**src/rtl/serial_subtractor_pkg.sv**
```systemverilog
// Shared types and helpers for the bit-serial subtractor.
package serial_subtractor_pkg;

    typedef enum logic [1:0] {
        IDLE = 2'd0,
        BUSY = 2'd1,
        DONE = 2'd2
    } state_t;

    // Bit-counter width; never narrower than one bit.
    function automatic int cnt_width(input int n);
        return (n < 2) ? 1 : $clog2(n);
    endfunction

endpackage

```
**src/rtl/serial_subtractor_full_subtractor_1.sv**
```systemverilog
// One-bit full-subtractor cell: d = a - b - bin, with borrow out.
module full_subtractor_1 (
    input  logic i_a,
    input  logic i_b,
    input  logic i_borrow_in,
    output logic o_d,
    output logic o_borrow_out
);

    assign o_d          = i_a ^ i_b ^ i_borrow_in;
    assign o_borrow_out = (~i_a & i_b) | (~i_a & i_borrow_in) | (i_b & i_borrow_in);

endmodule

```
**src/rtl/serial_subtractor.sv**
```systemverilog
// Bit-serial N-bit subtractor: D = A - B, LSB first, one bit per clock,
// with start/done handshake and borrow / zero / signed-overflow flags.
module serial_subtractor
    import serial_subtractor_pkg::*;
#(
    parameter int N = 8
) (
    input  logic         i_clk,
    input  logic         i_reset,
    input  logic         i_start,
    input  logic [N-1:0] i_a,
    input  logic [N-1:0] i_b,
    output logic         o_busy,
    output logic         o_done,
    output logic [N-1:0] o_diff,
    output logic         o_borrow,
    output logic         o_zero,
    output logic         o_overflow
);

    localparam int               CNT_W    = cnt_width(N);
    localparam logic [CNT_W-1:0] LAST_BIT = CNT_W'(N - 1);

    state_t           state;
    state_t           state_next;
    logic [N-1:0]     a_sr;
    logic [N-1:0]     b_sr;
    logic [N-1:0]     d_sr;
    logic             borrow_reg;
    logic [CNT_W-1:0] cnt;

    logic             cell_d;
    logic             cell_bout;
    logic             accept;
    logic             last_bit;
    logic [N-1:0]     diff_final;
    logic             ovf_final;

    full_subtractor_1 u_cell (
        .i_a          (a_sr[0]),
        .i_b          (b_sr[0]),
        .i_borrow_in  (borrow_reg),
        .o_d          (cell_d),
        .o_borrow_out (cell_bout)
    );

    // New operands are taken from IDLE, or straight from DONE for back-to-back use.
    assign accept     = i_start && ((state == IDLE) || (state == DONE));
    assign last_bit   = (state == BUSY) && (cnt == LAST_BIT);
    assign diff_final = {cell_d, d_sr[N-1:1]};

    // On the last bit the cell sees the operand sign bits, so overflow needs no extra capture.
    assign ovf_final  = (a_sr[0] != b_sr[0]) && (cell_d != a_sr[0]);

    assign o_busy = (state == BUSY);
    assign o_done = (state == DONE);

    always_ff @(posedge i_clk) begin
        if (i_reset) begin
            state <= IDLE;
        end else begin
            state <= state_next;
        end
    end

    always_comb begin
        state_next = state;
        case (state)
            IDLE: begin
                if (i_start) begin
                    state_next = BUSY;
                end
            end
            BUSY: begin
                if (cnt == LAST_BIT) begin
                    state_next = DONE;
                end
            end
            DONE: begin
                state_next = i_start ? BUSY : IDLE;
            end
            default: begin
                state_next = IDLE;
            end
        endcase
    end

    always_ff @(posedge i_clk) begin
        if (i_reset) begin
            a_sr       <= '0;
            b_sr       <= '0;
            d_sr       <= '0;
            borrow_reg <= 1'b0;
            cnt        <= '0;
            o_diff     <= '0;
            o_borrow   <= 1'b0;
            o_zero     <= 1'b0;
            o_overflow <= 1'b0;
        end else begin
            if (accept) begin
                a_sr       <= i_a;
                b_sr       <= i_b;
                d_sr       <= '0;
                borrow_reg <= 1'b0;
                cnt        <= '0;
            end else if (state == BUSY) begin
                a_sr       <= a_sr >> 1;
                b_sr       <= b_sr >> 1;
                d_sr       <= diff_final;
                borrow_reg <= cell_bout;
                cnt        <= cnt + CNT_W'(1);
            end

            // Results are published only on the edge that enters DONE.
            if (last_bit) begin
                o_diff     <= diff_final;
                o_borrow   <= cell_bout;
                o_zero     <= (diff_final == '0);
                o_overflow <= ovf_final;
            end
        end
    end

endmodule

```
**config.mk**
```make
export PLATFORM = sky130hd
export DESIGN_NAME = serial_subtractor
export DESIGN_NICKNAME = d
export VERILOG_FILES = /design/src/rtl/serial_subtractor_pkg.sv /design/src/rtl/serial_subtractor_full_subtractor_1.sv /design/src/rtl/serial_subtractor.sv
export SDC_FILE = /design/constraint.sdc
export NUM_CORES = 1
export LEC_CHECK = 0
export CAP_MARGIN = 5
export CORE_MARGIN = 2
export CORE_UTILIZATION = 45
export CTS_CLUSTER_SIZE = 14
export DETAILED_ROUTE_END_ITERATION = 7
export PLACE_DENSITY = 0.7
export SYNTH_ARGS = -nofsm -noshare
export SYNTH_HDL_FRONTEND = slang
export SYNTH_SLANG_ARGS = --single-unit
```
**constraint.sdc**
```tcl
create_clock -name i_clk -period 1.5 [get_ports i_clk]
set_input_delay 0.3 -clock i_clk [delete_from_list [all_inputs] [get_ports i_clk]]
set_output_delay 0.3 -clock i_clk [all_outputs]
set_load 0.02 [all_outputs]
```
**After elaboration in Yosys (flattened, before gate mapping)**

Index checks and enable logic that the tools add are counted.

- $add $sub $neg: 1
- Equality and inequality tests: 7
- Bitwise operators: 8
- Reduce and logical (&&, ||, !) cells: 9
- Muxes and demuxes: 8

Operators by type and width:

| cell | number |
|---|---|
| 8-bit 2-to-1 mux | 4 |
| 8-bit zero test | 1 |
| 2-bit case mux with 3 select lines | 1 |
| 2-bit 2-to-1 mux | 2 |
| 3-bit by 1-bit adder with 3-bit output, second input constant | 1 |
| 1-bit bitwise AND | 3 |
| 3-bit == test, second input constant | 1 |
| 1-bit logical AND | 3 |
| 2-bit by 1-bit == test with 1-bit output, second input constant | 1 |
| 2-bit == test, second input constant | 1 |
| 2-bit zero test | 1 |
| 1-bit inequality test | 2 |
| 2-bit by 1-bit inequality test with 1-bit output, second input constant | 1 |
| 2-bit inequality test, second input constant | 1 |
| 1-bit bitwise OR | 2 |
| 2-bit AND reduction | 1 |
| 2-bit nonzero test | 1 |
| 2-bit OR reduction | 1 |
| 1-bit XOR | 2 |
| 1-bit logical OR | 1 |
| 1-bit 2-to-1 mux | 1 |
| 1-bit NOT | 1 |

- Flip-flop bits (word level): 41
- Input bits: 19
- Output and inout port bits: 13
- Logic and storage cells: 43

**Logic depth before layout (Yosys ltp)**

- Word-level depth: 4
- Depth in mapped cells: 6
- Gate-level depth less buffers: 5

**By module**

From an unflattened synthesis, not the netlist that was laid out.

- Cell total of the unflattened synthesis: 188
- Area, all modules: 1639.1 um2

Modules (own cells, without submodules):

| module | cells an instance | instances | seq. area each (um2) | area each (um2) |
|---|---|---|---|---|
| serial_subtractor | 185 | 1 | 800.8 | 1611.5 |
| full_subtractor_1 | 3 | 1 | 0.0 | 27.5 |

**Worst setup path before layout**

Ideal clock, no wire load.

- Path type: reg2reg
- From: register a_sr[0]
- To: register o_overflow
- Period minus slack after synthesis: 1524 ps
- Data required time: 1430 ps
- Setup time: 70 ps
- Stages on the path, launching flop included: 6
- Data arrival time: 1455 ps
- Slack: -24 ps
- Path buffers: 0
- Path through: dfxtp_1 > inv_1 > fa_1 > xor2_1 > or3_1 > a21oi_1

- Cells in the longest elaborated chain, start to end: 4
- Elaborated cells on any way between the ends: 5
- Classes of those cells: 2 x eq/ne; 2 x bitwise; 1 x reduce/logical

Ends and longest elaborated chain:

| element | line | text |
|---|---|---|
| start, declared | serial_subtractor.sv:26 | `logic [N-1:0] a_sr;` |
| start signal, assigned | serial_subtractor.sv:101 | `a_sr <= i_a;` |
| start signal, assigned | serial_subtractor.sv:107 | `a_sr <= a_sr >> 1;` |
| 1-bit XOR (2 in series) | serial_subtractor_full_subtractor_1.sv:10 | `assign o_d = i_a ^ i_b ^ i_borrow_in;` |
| 1-bit inequality test | serial_subtractor.sv:53 | `assign ovf_final = (a_sr[0] != b_sr[0]) && (cell_d != a_sr[0]);` |
| 1-bit logical AND (*) | serial_subtractor.sv:53 |  |
| end signal, assigned | serial_subtractor.sv:119 | `o_overflow <= ovf_final;` |
| end, declared | serial_subtractor.sv:18 | `output logic o_overflow` |

Every way passes the cells marked *; elsewhere a longest branch is shown, timed or not.
A chain may end at the register's enable or synchronous reset.

**Worst setup path in the final report**

- From: register borrow_reg
- To: register o_overflow

- Cells in the longest elaborated chain, start to end: 3

Ends and longest elaborated chain:

| element | line | text |
|---|---|---|
| start, declared | serial_subtractor.sv:29 | `logic borrow_reg;` |
| start signal, assigned | serial_subtractor.sv:110 | `borrow_reg <= cell_bout;` |
| 1-bit XOR | serial_subtractor_full_subtractor_1.sv:10 |  |
| 1-bit inequality test | serial_subtractor.sv:53 |  |
| 1-bit logical AND | serial_subtractor.sv:53 |  |

Every way passes these cells.

==> metrics.md <==
| Metric | Value |
|---|---|
| Final hold violation count | 0 |
| Clock-pin slew on the worst setup and hold paths | 0.12 ns |
| Worst setup slack after layout | -0.007291 ns |
| Rel. slew slack | 75.72% |
| Io pins | 32 |
| Post-synth EDFFs | 0 |
| First-pass GRT wire length | around 6 mm |
| Pwr dens | 984.3 nW/um2 |
| RSZ-0062 raised after global routing | yes |
| FP Rows | 21 |
| Slew of the pin with the lowest slew margin | 0.3608 ns |
| Chip Height | ~63 um |
| CP arrival | 1.82 ns |
| IO buf count | 31 |
| Crit-path slowest cell | fa_2 |
| Cts hold-fix bufs | 0 |
| # nets final | 250 |
| Failing checks | setup timing |
| Cells after Synth | approximately 190 |
| Die width | 63.50 um |
| Post-synth top area cell | dfxtp_1 |
| H-tree Lvls | 2 |
| TritonCTS Buffers | 5 |
| Clk sinks | 40 |
| Ys flop type | dfxtp_1 |
| Root buf cell | clkbuf_4 |
| Crit. End Element | flop |
| Sequential area share after synthesis | 50.27% |
| CP top delay family | adder cells |
| Antenna viol nets, final | 0 |
| Initial antenna violation count | 0 |
| CTS tree | built |
| Maxcap violations | 0 |
| VDD IR max | about 0.57 mV |
| Period utilization | 100.5% |
| Dpl cells | approximately 260 |
| Routability cong. | between 0.7 and 0.8 |
| CP Cell Sequence | fa_2, xor2_1, or3_1, a21oi_2 |
| CP max stage delay | approximately 0.6 ns |
| Tot GR Track Use | about a fifth |
| Top Registers | a_sr (8), b_sr (8), o_diff (8) |
| GRT overflow | 0 |
| Total Wirelength | about 3.7 mm |
| Setup WS pre-CTS | -0.09619 ns |
| Die ar. | between 4000 and 5000 um2 |
| Ys async rst share | 0% |
| # fillers | around 330 |
| Synthesized flop and latch total | 40 |
| Run status | finished, violations left |
| Mean area per synthesized cell | approximately 8.6 um2 |
| Fmax | 0.6634 GHz |
| Layout cell share with drive strength beyond 1 | roughly 17% |
| Worst clock skew | roughly 0.0098 ns |
| Number of global-route vias before repair | ~1400 |
| Top post-synthesis cells by area | dfxtp_1, nand2_1, a21oi_1 |
| Power Total | just over 2 mW |
| Crit Path Max Fanout | 3 |
| Drt wl/cell | around 14 um |
| Yosys warnings | 0 |
| Post-synth top area share | approximately 50% |
| Minimum clock period | approximately 1.5 ns |
| Worst Setup Start Kind | flop |
| Vias/cell | 5.361 |
| Final core utilization | 61.94% |
| Layout area overhead | 30.79% |
| Worst endpoint required time | between 1.5 and 2 ns |
| # setup viols final | 1 |
| Largest net degree at the start of global routing | 28 |
| Synthesized net count | 208 |
| First-pass DRT Iterations | 4 |
| Flop2flop setup slack | -0.007 ns |
| Core area | about 3400 um2 |
| Ant. Diodes | 0 |
| Lkg Pwr | ~0.81 nW |
| Post-DP HPWL | around 2.5 mm |
| Drt drc | 0 |
| Hold Path Class | reg2reg |
| Synth cell types | 29 |
| Initial Utilization | 47.36% |
| DR iter-0 viols | between 40 and 50 |
| Critical setup path kind | reg2reg |
| Post-Layout Cell Count | 274 |
| Total number of vias | 1469 |
| Clock Tree Buf Depth | 2 |
| Worst path bufs/invs | 0 |
| Worst skew pair latency | roughly 0.36 ns |
| Fin. max-slew vios | 0 |
| Mapped Area | between 1500 and 2000 um2 |
## per-layer routing
layer	vias to the layer above	wire (um)	global-route usage, %
met5	-	0	0
met4	0	84	5.707
met3	10	155	4.821
met2	34	1760	33.42
met1	698	1747	22.79
li1	727	-	-
## worst paths after layout
path / from / to / cells after the start
max: borrow_reg$_SDFFE_PP0P_ / o_overflow$_SDFFE_PP0P_ / 4
min: o_diff[3]$_SDFFE_PP0P_ / o_diff[3]$_SDFFE_PP0P_ / 2
max reg2reg: borrow_reg$_SDFFE_PP0P_ / o_overflow$_SDFFE_PP0P_ / 4
min reg2reg: o_diff[3]$_SDFFE_PP0P_ / o_diff[3]$_SDFFE_PP0P_ / 2
## through the flow
step / hold slack, ns / setup TNS (ns) / instance area [um2]
floorplan: 0.4360 / -0.01417 / 1594
global placement: 0.4407 / -0.02185 / 2002
detailed placement: 0.4465 / -0.1615 / 2002
CTS: 0.4615 / -0.01484 / 2067
global route: 0.4841 / -0.09685 / 2083
finish: 0.4602 / -0.007291 / 2083
## repair_timing
| action | 4_1_cts | 5_1_grt |
|---|---|---|
| cloned | 0 | 1 |
| pin swaps | 1 | 1 |
| setup buffers | 1 | 0 |
| resized for setup | 23 | 3 |
| setup endpoints to repair | 16 | 4 |
## synth_stat cells, types with 2 or more instances
cell type / n
nand2b_1: 3
dfxtp_1: 40
buf_4: 3
nand2_1: 41
o22ai_1: 10
buf_6: 3
a21oi_1: 22
nor2b_1: 2
a311oi_1: 2
nor3_1: 21
a211oi_1: 2
nor2_1: 7
clkbuf_1: 3
a22oi_1: 2
nand3_1: 4
buf_2: 5
ha_1: 3
## worst min-delay path, cell delays in order (launching register included)
cell and delay, ns:
dfxtp_1 0.33, nand2_1 0.05, a21oi_1 0.05
## logic make-up after synthesis
group,count (synthesis),share of synthesized area [%]
adders and majority gates,4,3.614
muxes,1,0.6285
DFF,40,50.28
xor gates and xnor gates,2,1.100
and+or+nand+nor,83,23.49
AOI/OAI and AO/OA,39,14.30
buffers and inverters,16,6.598
## where the power goes
group	leakage (nW)	internal (mW)	switching, mW
Sequential	0.328	1.11	0.0290
Combinational	0.446	0.169	0.159
Clock	0.0380	0.223	0.360
Total	0.812	1.50	0.548
## placed cells by master (no fill, tap or decap), drive strengths merged
cell type,synthesis,final
nand2,41,41
dfxtp,40,40
a21oi,22,22
nor3,21,21
clkdlybuf4s50,0,18
buf,11,18
dlygate4sd2,0,11
o22ai,10,10
nor2,7,7
clkbuf,3,6
nand3,4,4
ha,3,3
nand2b,3,3
a311oi,2,2
a22oi,2,2
a211oi,2,2
clkinv,0,2
inv,2,2
nor2b,2,2
and3b,1,2
nand3b,1,1
nor4b,1,1
nor4,1,1
xor2,1,1
or3,1,1
mux2i,1,1
o21a,1,1
xnor2,1,1
fa,1,1
clkdlybuf4s15,0,1
## layout make-up
| type | instances | area [um2] | share of cell area [%] |
|---|---|---|---|
| Clock buffer | 6 | 51.30 | 2.462 |
| Clock inverter | 2 | 10.01 | 0.4805 |
| Inverter | 2 | 12.51 | 0.6006 |
| Multi-Input combinational cell | 130 | 714.4 | 34.29 |
| Sequential cell | 40 | 804.5 | 38.62 |
| Tap cell | 46 | 57.56 | 2.763 |
| Timing Repair Buffer | 48 | 432.9 | 20.78 |
(Power assumes the default switching activity.)
